$ cat config.mk
export PLATFORM = sky130hd
export DESIGN_NAME = soft_reset_ctrl
export DESIGN_NICKNAME = d
export VERILOG_FILES = /design/src/rtl/soft_reset_pkg.sv /design/src/rtl/soft_reset_chan.sv /design/src/rtl/soft_reset_ctrl.sv
export SDC_FILE = /design/constraint.sdc
export NUM_CORES = 1
export LEC_CHECK = 0
export BUFFER_PORTS_ARGS = -buffer_cell sky130_fd_sc_hd__buf_4
export CORE_ASPECT_RATIO = 0.75
export CORE_MARGIN = 5
export CORE_UTILIZATION = 52
export CTS_CLUSTER_SIZE = 25
export DETAILED_ROUTE_END_ITERATION = 12
export HOLD_SLACK_MARGIN = 0.15
export PLACE_DENSITY_LB_ADDON = 0.12
export SLEW_MARGIN = 40
export SYNTH_ARGS = -nofsm -noshare
export SYNTH_HDL_FRONTEND = slang
export SYNTH_SLANG_ARGS = --single-unit
export TNS_END_PERCENT = 20
$ cat constraint.sdc
create_clock -name clk -period 1.78 [get_ports clk]
set_clock_uncertainty 0.2 [all_clocks]
set_input_delay 0.089 -clock clk [delete_from_list [all_inputs] [get_ports clk]]
set_output_delay 0.089 -clock clk [all_outputs]
set_load 0.02 [all_outputs]
$ cat src/rtl/soft_reset_pkg.sv
// Shared types and elaboration helpers for the multi-channel soft reset controller.
package soft_reset_pkg;

  typedef enum logic [1:0] {
    ST_IDLE  = 2'd0,
    ST_BLOCK = 2'd1,
    ST_RESET = 2'd2,
    ST_DONE  = 2'd3
  } state_e;

  function automatic int unsigned clog2(input int unsigned v);
    int unsigned r;
    r = 0;
    while ((64'd1 << r) < 64'(v)) r = r + 1;
    return r;
  endfunction

  // Counter must hold values up to max(RST_CYC, TMO_CYC)-1 without wrapping.
  function automatic int unsigned cnt_width(input int unsigned rst_cyc, input int unsigned tmo_cyc);
    int unsigned m;
    m = (rst_cyc > tmo_cyc) ? rst_cyc : tmo_cyc;
    return clog2(m + 1);
  endfunction

  function automatic bit params_ok(input int unsigned nch, input int unsigned rst_cyc,
                                   input int unsigned tmo_cyc);
    return (nch >= 1) && (rst_cyc >= 1) && (tmo_cyc >= 1);
  endfunction

endpackage

$ cat src/rtl/soft_reset_chan.sv
// One soft reset channel: quiesce, wait for idle or timeout, pulse reset, strobe done.
module soft_reset_chan
  import soft_reset_pkg::*;
#(
  parameter int unsigned RST_CYC = 4,
  parameter int unsigned TMO_CYC = 64
) (
  input  logic clk,
  input  logic rst,
  input  logic req,
  input  logic idle,
  output logic block,
  output logic reset,
  output logic done,
  output logic tmo
);

  localparam int unsigned CW = cnt_width(RST_CYC, TMO_CYC);
  localparam logic [CW-1:0] RST_LAST = CW'(RST_CYC - 1);
  localparam logic [CW-1:0] TMO_LAST = CW'(TMO_CYC - 1);

  state_e        r_state;
  state_e        w_state_nxt;
  logic [CW-1:0] r_cnt;
  logic [CW-1:0] w_cnt_nxt;
  logic          r_tmo;
  logic          w_tmo_nxt;
  logic          r_block;
  logic          r_reset;
  logic          r_done;

  // Outputs are decoded from the next state so they flop alongside the state.
  always_ff @(posedge clk) begin
    if (!rst) begin
      r_state <= ST_IDLE;
      r_cnt   <= '0;
      r_tmo   <= 1'b0;
      r_block <= 1'b0;
      r_reset <= 1'b0;
      r_done  <= 1'b0;
    end else begin
      r_state <= w_state_nxt;
      r_cnt   <= w_cnt_nxt;
      r_tmo   <= w_tmo_nxt;
      r_block <= (w_state_nxt != ST_IDLE);
      r_reset <= (w_state_nxt == ST_RESET);
      r_done  <= (w_state_nxt == ST_DONE);
    end
  end

  always_comb begin
    w_state_nxt = r_state;
    w_cnt_nxt   = r_cnt;
    w_tmo_nxt   = r_tmo;
    case (r_state)
      ST_IDLE: begin
        if (req) begin
          w_state_nxt = ST_BLOCK;
          w_cnt_nxt   = '0;
          w_tmo_nxt   = 1'b0;
        end
      end
      ST_BLOCK: begin
        if (idle) begin
          w_state_nxt = ST_RESET;
          w_cnt_nxt   = '0;
        end else if (r_cnt == TMO_LAST) begin
          w_state_nxt = ST_RESET;
          w_cnt_nxt   = '0;
          w_tmo_nxt   = 1'b1;
        end else begin
          w_cnt_nxt = r_cnt + CW'(1);
        end
      end
      ST_RESET: begin
        if (r_cnt == RST_LAST) begin
          w_state_nxt = ST_DONE;
          w_cnt_nxt   = '0;
        end else begin
          w_cnt_nxt = r_cnt + CW'(1);
        end
      end
      ST_DONE: begin
        w_state_nxt = ST_IDLE;
      end
      default: begin
        w_state_nxt = ST_IDLE;
        w_cnt_nxt   = '0;
      end
    endcase
  end

  assign block = r_block;
  assign reset = r_reset;
  assign done  = r_done;
  assign tmo   = r_tmo;

endmodule

$ cat src/rtl/soft_reset_ctrl.sv
// Multi-channel soft reset controller: one independent sequencer per sub-block.
module soft_reset_ctrl
  import soft_reset_pkg::*;
#(
  parameter int unsigned NCH     = 2,
  parameter int unsigned RST_CYC = 4,
  parameter int unsigned TMO_CYC = 64
) (
  input  logic           clk,
  input  logic           rst,
  input  logic [NCH-1:0] sr_req,
  input  logic           sr_all,
  input  logic [NCH-1:0] idle,
  output logic [NCH-1:0] block,
  output logic [NCH-1:0] reset,
  output logic [NCH-1:0] done,
  output logic [NCH-1:0] tmo,
  output logic           busy
);

  logic [NCH-1:0] w_req;

  if (!params_ok(NCH, RST_CYC, TMO_CYC)) begin : g_param_err
    $error("soft_reset_ctrl: NCH, RST_CYC and TMO_CYC must all be >= 1");
  end

  assign w_req = sr_req | {NCH{sr_all}};

  for (genvar i = 0; i < NCH; i++) begin : g_chan
    soft_reset_chan #(
      .RST_CYC(RST_CYC),
      .TMO_CYC(TMO_CYC)
    ) u_chan (
      .clk  (clk),
      .rst  (rst),
      .req  (w_req[i]),
      .idle (idle[i]),
      .block(block[i]),
      .reset(reset[i]),
      .done (done[i]),
      .tmo  (tmo[i])
    );
  end

  // A channel is outside IDLE exactly when its block output is high.
  assign busy = |block;

endmodule

## After elaboration in Yosys (flattened, before gate mapping)

Cells that the tools add are included.

| word-level totals | value |
|---|---|
| flip-flop bits (word level) | 26 |
| output and inout bits | 9 |

| cells by class | value |
|---|---|
| equal/unequal tests | 20 |
| bitwise logic cells | 1 |
| muxes and demuxes | 28 |
| reductions and logical operators | 13 |
| add/sub/neg operators | 2 |

Operators by type and width:

| cell | number |
|---|---|
| 2-to-1 mux 7 bit | 8 |
| case mux 7 bit (3 select lines) | 2 |
| == test 2 bit (second input constant) | 8 |
| 2-to-1 mux 2 bit | 8 |
| case mux 2 bit (4 select lines) | 2 |
| adder 7 x 1 -> 7 bit (second input constant) | 2 |
| == test 7 x 2 -> 1 bit (second input constant) | 2 |
| == test 7 x 6 -> 1 bit (second input constant) | 2 |
| inequality test 2 bit (second input constant) | 4 |
| AND reduction 4 bit | 2 |
| nonzero test 2 bit | 4 |
| 2-to-1 mux 1 bit | 6 |
| nonzero test 3 bit | 2 |
| == test 2 x 1 -> 1 bit (second input constant) | 2 |
| logical NOT 2 bit | 2 |
| inequality test 2 x 1 -> 1 bit (second input constant) | 2 |
| case mux 1 bit (2 select lines) | 2 |
| AND reduction 2 bit | 2 |
| bitwise OR 2 bit | 1 |
| OR reduction 2 bit | 1 |

## Depth between registers and ports, before layout

Gate-level depths: netlist of the first run.

| logic depth | value |
|---|---|
| depth after elaboration | 5 |
| gate-level depth with buffers | 8 |

## Hierarchy

A second synthesis of the first run with hierarchy kept.

| unflattened totals | value |
|---|---|
| cell total of the unflattened synthesis | 183 |
| area total of the unflattened synthesis | 1560.2 um^2 |

By module, submodules not included:

| module | seq. area each (um^2) | instances | area each (um^2) | cells each |
|---|---|---|---|---|
| soft_reset_chan | 260.2 | 2 | 770.7 | 90 |
| soft_reset_ctrl | 0.0 | 1 | 18.8 | 3 |

## Worst setup path after synthesis of the first run

Ideal clock, no wire load.

| timing | value |
|---|---|
| kind | register to register |
| start point | register g_chan[0].u_chan.r_cnt[0] |
| end point | register g_chan[0].u_chan.r_cnt[5] |
| library setup time | 0.117 ns |
| period minus slack after synthesis | 1.851 ns |
| arrival time | 1.534 ns |
| cell stages (with the launch flop) | 7 |
| slack | -0.071 ns |
| buffers on the path | 0 |
| cell sequence | dfxtp_1 ha_1 nand3_2 o311a_4 o211ai_4 o21ai_1 a22o_1 |

| between the ends | value |
|---|---|
| cells in the longest elaborated chain, start to end | 4 |
| elaborated cells on any way between the ends | 7 |
| classes of those cells | add/sub: 1; eq/ne: 2; mux: 4 |

RTL lines:

| what | RTL line | text |
|---|---|---|
| start: declaration | soft_reset_chan.sv:24 | `logic [CW-1:0] r_cnt;` |
| start signal: assignment | soft_reset_chan.sv:43 | `r_cnt <= w_cnt_nxt;` |
| adder 7 x 1 -> 7 bit / == test 7 x 6 -> 1 bit (equally long branches) | soft_reset_chan.sv:72, soft_reset_chan.sv:80, soft_reset_chan.sv:67 |  |
| 2-to-1 mux 7 bit | soft_reset_chan.sv:67 | `end else if (r_cnt == TMO_LAST) begin` |
| 2-to-1 mux 7 bit | soft_reset_chan.sv:64 | `if (idle) begin` |
| case mux 7 bit (3 select lines) * | soft_reset_chan.sv:55 | `case (r_state)` |

Every way passes the cells marked *; elsewhere a longest branch is shown, timed or not.
A chain may end at the register's enable or synchronous reset.

## Worst setup path after layout of the first run

| timing | value |
|---|---|
| start point | register g_chan[0].u_chan.r_cnt[1] |
| end point | register g_chan[0].u_chan.r_cnt[2] |

Same word-level chain as after synthesis.

==> metrics.md, run 1 <==
| Metric | Value |
|---|---|
| Nets | `235` |
| Post-synthesis instance total | `180` |
| Register bit total from synthesis | `26` |
| DIE AREA | `0.00411 mm^2` |
| Die X | `72.4 um` |
| Ys async rst share | `0%` |
| Syn Nets | `199` |
| CP max stage delay | `0.36 ns` |
| Count of final setup violators | `4` |
| I/O Pins | `16` |
| WS Path Type | `reg2reg` |
| Root Buffer Master | `clkbuf_8` |
| Starting density of the core | `52.9%` |
| Final worst path period need | `1.79 ns` |
| Cell Rows | `17` |
| P per Cell Area | `1080 mW/mm^2` |
| Clock slew at reported path FFs | `0.09 ns` |
| Max Cap Viol | `0` |
| Most frequent cells in the layout | `buf_4, dfxtp_1, nand2_1` |
| Chip height | `56.8 um` |
| Synth unique cells | `42` |
| Layout area overhead | `31.7%` |
| Leakage | `0.815 nW` |
| Area of placed instances | `0.00175 mm^2` |
| Via count | `1440` |
| Unrepaired setup endpoints after global routing | `yes` |
| CP required | `1.75 ns` |
| CP max-delay cell | `dfxtp_2` |
| Slew margin rel. | `65.8%` |
| Post-synth top flop | `dfxtp_1` |
| Type of origin of the critical path | `flip-flop` |
| # diodes | `0` |
| Post-synth EDFFs | `0` |
| Clk Latency, worst-skew pair | `0.27 ns` |
| Clock sink count | `26` |
| Mapped Area | `0.00152 mm^2` |
| Avg Cell Area, Syn | `8.43 um^2` |
| Post-route cell area | `0.00200 mm^2` |
| Failing checks | `setup timing` |
| DRT iter0 DRCs | `70` |
| HP Class | `in2reg` |
| Post-route ant nets | `0` |
| Depth of the CTS H-tree | `1` |
| Slew Viols, Final | `0` |
| Vias in the first global route | `1374` |
| Commonest non-fill, non-tap cell in the layout | `buf_4` |
| Slew of the pin with the lowest slew margin | `0.513 ns` |
| Gr ovfl total | `0` |
| Crit path capture type | `flip-flop` |
| Hold depth | `5` |
| Crit path cell chain | `ha_4, nand3_4, o311a_4, o211ai_4, nor2_2, a22o_1` |
| Fmax | `557 MHz` |
| Fin Setup TNS | `-0.0381 ns` |
| Fin crit share | `101%` |
| Initial antenna violation count | `0` |
| TritonCTS Buffers | `3` |
| First-pass GRT wire length | `5780 um` |
| FF-to-FF path depth | `6` |
| Port Buf Inserts | `15` |
| Core footprint | `0.00287 mm^2` |
| Layout cells sized above 1 | `33.5%` |
| Worst setup margin | `-0.0149 ns` |
| Drt wl/cell | `13.8 um` |
| All-Layer GR Usage | `17.3%` |
| Yosys Warn Count | `0` |
| Largest net degree at the start of global routing | `18` |
| Peak supply drop | `0.687 mV` |
| DPL Wire Length | `2390 um` |
| Final GP Congestion | `0.859` |
| Final wirelength | `3500 um` |
| Worst-case clock buffer depth | `2` |
| First-pass DRT Iterations | `4` |
| Run status | `complete, but fails checks` |
| CTS tree | `yes` |
| Hold Vio Cnt, Final | `0` |
| Critical path data arrival time | `1.77 ns` |
| Vias per inst | `5.69` |
| CP max FO | `5` |
| Seq/Total Area, Yosys | `34.3%` |
| Drt drc | `0` |
==> cell type report <==
class	instances	area (um^2)
clock buffers	4	55.1
fillers	225	873
inverters	8	30.0
multi-input cells	133	988
flip-flops and latches	26	529
well taps	38	47.5
repair buffers	44	348
==> worst max-delay path: cells and delay by family (launching register included) <==
kind,cells,cell delay (ns)
compound gates,3,0.79
fa+ha+maj,1,0.16
flops,1,0.36
simple gates,2,0.18
==> Yosys cell counts (2+ instances only) <==
cell type,count,area (um^2)
a2bb2oi_1,2,17.5
or3_1,3,18.8
a21o_1,2,15.0
clkbuf_1,3,11.3
nor4_1,4,25.0
and3_2,2,15.0
a21oi_1,14,70.1
o211ai_1,2,15.0
o22ai_1,2,12.5
buf_4,9,67.6
nor2b_1,5,31.3
nor2_1,10,37.5
nand3_1,9,45.0
inv_1,8,30.0
and3_1,2,12.5
a31oi_1,5,31.3
nand2_1,19,71.3
nor3_1,7,35.0
ha_1,12,150
dfxtp_1,26,521
a22o_1,4,35.0
nand3b_1,2,15.0
o21ai_0,9,45.0
==> layer usage <==
layer / routed length [um] / vias up / part of all wire (%) / GRT usage, %
met5: 0 / - / 0 / 0
met1: 1510 / 671 / 43 / 20.6
li1: - / 713 / - / -
met4: 61 / 0 / 1.7 / 5.26
met3: 172 / 9 / 4.9 / 4.11
met2: 1760 / 47 / 50 / 30.5
==> state kept, by name (all words and copies together) (netlist names) <==
| signal | flops |
|---|---|
| g_chan.u_chan.reset | 2 |
| g_chan.u_chan.r_cnt | 14 |
| g_chan.u_chan.r_state | 4 |
| g_chan.u_chan.block | 2 |
| g_chan.u_chan.done | 2 |
| g_chan.u_chan.tmo | 2 |
==> kinds of logic (layout without fill, tap and decap cells) <==
logic type                 count (synthesis)  count (layout)  share of synthesized area, %
AOI/OAI and AO/OA                         48              48                          23.1
DFF                                       26              26                          34.3
and+or+nand+nor                           73              73                          25.2
buffers and inverters                     21              56                          7.50
adders and majority gates                 12              12                          9.89
==> per-stage QoR <==
| stage | setup WS (ns) | total power, mW | instances | util, % | hold WS (ns) |
|---|---|---|---|---|---|
| after floorplan | -0.0282 | 1.38 | 180 | - | 0.0581 |
| after global placement | -0.100 | 1.65 | 240 | 60.9 | 0.244 |
| after detailed placement | -0.140 | 1.67 | 240 | 60.9 | 0.254 |
| after CTS | -0.0431 | 2.09 | 251 | 66.7 | 0.155 |
| after global routing | -0.109 | 2.28 | 253 | 69.6 | 0.230 |
| final | -0.0149 | 2.15 | 253 | 69.6 | 0.157 |
==> report_power, final <==
group	total [mW]	internal [mW]	switching, mW
Combinational	1.08	0.519	0.561
Sequential	0.685	0.654	0.0309
Clock	0.385	0.198	0.187
==> path summary, 6_finish.rpt <==
check | from | to | slack (ns)
worst min-delay path | sr_req[0] | g_chan[0].u_chan.tmo | 0.16
worst max-delay path | g_chan[0].u_chan.r_cnt[1] | g_chan[0].u_chan.r_cnt[2] | -0.01
worst min register to register | g_chan[0].u_chan.tmo | g_chan[0].u_chan.tmo | 0.33
worst max register to register | g_chan[0].u_chan.r_cnt[1] | g_chan[0].u_chan.r_cnt[2] | -0.01
==> timing repair <==
| action | CTS | global route |
|---|---|---|
| setup buffers | 0 | 2 |
| hold buffers | 7 | 0 |
| endpoints found under the setup margin | 22 | 23 |
| resized for setup | 10 | 18 |
| endpoints found under the hold margin | 16 | 0 |
| pin swaps | 3 | 9 |
No activity file was read; power rests on OpenSTA's default activity.
==> inputs of run 2 (changes only) <==
- CORE_UTILIZATION: 52 -> 55
- PLACE_DENSITY: not set -> 0.75
- PLACE_DENSITY_LB_ADDON: 0.12 -> not set
- TNS_END_PERCENT: 20 -> 50
- clock period: 1.78 -> 1.9 ns (I/O delays scaled with it)
==> run 2 against run 1 <==
Against the previous run: the flow now finishes without violations; sequential share of layout area up 0.65 points; first-iteration DRC count grew 21%; highest routed layer unchanged; non-clock buffer count fell by 6; setup slack improved by 0.057 ns; count of clock-buffer cells in the layout fell by 1; power down 4.6%; critical path type unchanged; die area decreased by 4.6%; design area decreased by 2.6%; fmax is 3.4% lower; final cell count is 3.2% lower.
==> metrics.md, run 2 (synthesis results as in run 1) <==
| Metric | Value |
|---|---|
| First-pass DRT Iterations | `4 (unchanged)` |
| Register area | `528 um^2 (-0.24%)` |
| CP top delay family | `compound AO/OA/AOI/OAI gates` |
| Count of final setup violators | `0 (-4)` |
| Final wirelength | `3900 um (+12%)` |
| CP max FO | `6 (+1)` |
| Worst-case clock buffer depth | `2 (unchanged)` |
| Initial antenna violation count | `0 (unchanged)` |
| Depth of the CTS H-tree | `1 (unchanged)` |
| Seq pwr share | `31.9% (about the same)` |
| Top Registers | `g_chan.u_chan.r_cnt: 14 flops, g_chan.u_chan.r_state: 4 flops` |
| DIE AREA | `0.00392 mm^2 (-4.6%)` |
| Cell Rows | `16 (-1)` |
| Hold Vio Cnt, Final | `0 (unchanged)` |
| Buf+Inv Stages, Crit Path | `0 (unchanged)` |
| Unrepaired setup endpoints after global routing | `yes` |
| Slew margin rel. | `63.6% (-2.2 points)` |
| Critical path data arrival time | `1.83 ns (+0.06 ns)` |
| Final GP Congestion | `0.828 (-3.6%)` |
| Post-route ant nets | `0 (unchanged)` |
| First-pass GRT wire length | `6300 um (+9.1%)` |
| WS Path Type | `reg2reg` |
| Via count | `1445 (+0.35%)` |
| Slew of the pin with the lowest slew margin | `0.545 ns (+0.0328 ns)` |
| TritonCTS Buffers | `3 (unchanged)` |
| Nets | `229 (-2.6%)` |
| Gr ovfl total | `0 (unchanged)` |
| Vias in the first global route | `1455 (+5.9%)` |
| Largest reg by FF count | `g_chan.u_chan.r_cnt` |
| Drt wl/cell | `15.9 um (+15%)` |
| Area of the multi-input gates | `971 um^2 (-1.8%)` |
| CP max stage delay | `0.50 ns (+0.14 ns)` |
| Sw Pwr | `722 uW (-7.3%)` |
| Drt drc | `0 (unchanged)` |
| Layout cells sized above 1 | `31.6% (-1.9 points)` |
| Clock sink count | `26 (unchanged)` |
| CTS tree | `yes` |
| Final worst path period need | `1.86 ns (+0.0630 ns)` |
| Crit path cell chain | `nor4_2, a21boi_4, o211ai_4, o21ai_1, a22o_1` |
| Fin crit share | `97.8% (-3.1 points)` |
| Worst hold slack | `0.332 ns (+0.175 ns)` |
| Worst slack, placed | `-0.0989 ns (+0.0411 ns)` |
| Logic pwr share | `46.2% (-4.0 points)` |
| Root Buffer Master | `clkbuf_8` |
| Largest net degree at the start of global routing | `18 (unchanged)` |
| Crit path capture type | `flip-flop` |
| Run status | `completed` |
| All-Layer GR Usage | `19.7% (+2.4 points)` |
| Clock slew at reported path FFs | `0.09 ns (about the same)` |
| HP Class | `reg2reg` |
| Chip height | `55.5 um (-2.3%)` |
| DPL Wire Length | `2700 um (+13%)` |
| Fmax | `538 MHz (-3.4%)` |
| Die X | `70.7 um (-2.4%)` |
| P per Cell Area | `1050 mW/mm^2 (-2.0%)` |
| CP required | `1.87 ns (+0.12 ns)` |
| DRT iter0 DRCs | `85 (+21%)` |
| Clk Latency, worst-skew pair | `0.27 ns (about the same)` |
| Max reg flops | `14 (unchanged)` |
| CP max-delay cell | `nor4_2` |
| P_int | `1.33 mW (-3.1%)` |
| Leakage | `0.790 nW (-3.1%)` |
| Most frequent cells in the layout | `buf_4, dfxtp_1, nand2_1` |
| Vias per inst | `5.90 (+3.6%)` |
| Tot Pwr | `2.05 mW (-4.6%)` |
| Type of origin of the critical path | `flip-flop` |
| Slew Viols, Final | `0 (unchanged)` |
| Port Buf Inserts | `15 (unchanged)` |
| # diodes | `0 (unchanged)` |
| Commonest non-fill, non-tap cell in the layout | `buf_4` |
| Worst setup margin | `0.0420 ns (+0.0570 ns)` |
| Layout area overhead | `28.2%` |
| I/O Pins | `16 (unchanged)` |
| Starting density of the core | `57.9% (+5.0 points)` |
| Clk network pwr share | `21.8% (+3.9 points)` |
| Core footprint | `0.00262 mm^2 (-8.7%)` |
| FILL cells | `172 (-24%)` |
| Net Sw Frac | `35.2% (-1.0 points)` |
| Max Cap Viol | `0 (unchanged)` |
| Area of placed instances | `0.00172 mm^2 (-1.6%)` |
| Peak supply drop | `0.622 mV (-9.5%)` |
| Post-route cell area | `0.00195 mm^2 (-2.6%)` |
[run 2: path summary, 6_finish.rpt]
| check | from | to | slack (ns) | cells past startpoint |
|---|---|---|---|---|
| worst max-delay path | g_chan[0].u_chan.r_cnt[3] | g_chan[0].u_chan.r_cnt[5] | 0.04 | 5 |
| worst min-delay path | g_chan[0].u_chan.tmo | g_chan[0].u_chan.tmo | 0.33 | 2 |
| worst max register to register | g_chan[0].u_chan.r_cnt[3] | g_chan[0].u_chan.r_cnt[5] | 0.04 | 5 |
| worst min register to register | g_chan[0].u_chan.tmo | g_chan[0].u_chan.tmo | 0.33 | 2 |
[run 2: layout make-up]
cell class                      instances  area share, %
Tap cell                               36           2.32
Sequential cell                        26           27.1
Inverter                                8           1.54
Clock inverter                          1           1.54
Timing Repair Buffer                   38           15.4
Multi-Input combinational cell        133           49.9
Clock buffer                            3           2.12
[run 2: worst reg2reg max path: stages, from the launching register on]
cell      delay, ns
dfxtp_1        0.38
nor4_2         0.50
a21boi_4       0.13
o211ai_4       0.22
o21ai_1        0.10
a22o_1         0.22
[run 2: power groups by stage]
stage               logic (mW)  registers, mW  clock network (mW)
floorplan                0.620          0.669                   0
global placement         0.841          0.657                   0
detailed placement       0.887          0.663                   0
CTS                      0.901          0.652               0.459
global route              1.02          0.665               0.484
finish                   0.948          0.655               0.448
[run 2: repair_timing]
item	4_1_cts	5_1_grt
hold endpoints to repair	15	0
pin swaps	1	3
setup buffers	0	0
endpoints found under the setup margin	8	23
resized for setup	4	20
hold buffers	6	0
[run 2: stage by stage]
step | utilization (%) | instances | setup TNS (ns)
floorplan | - | 180 | 0
global placement | 65.6 | 235 | 0
detailed placement | 65.6 | 235 | -0.274
CTS | 70.8 | 245 | 0
global route | 74.2 | 245 | -0.0952
finish | 74.2 | 245 | 0
[run 2: per-layer routing]
metal,vias up,routed length (um),global-route usage [%]
met4,0,105,9.92
met3,11,260,5.43
met5,-,0,0
li1,698,-,-
met1,682,1540,22.9
met2,54,2000,33.2
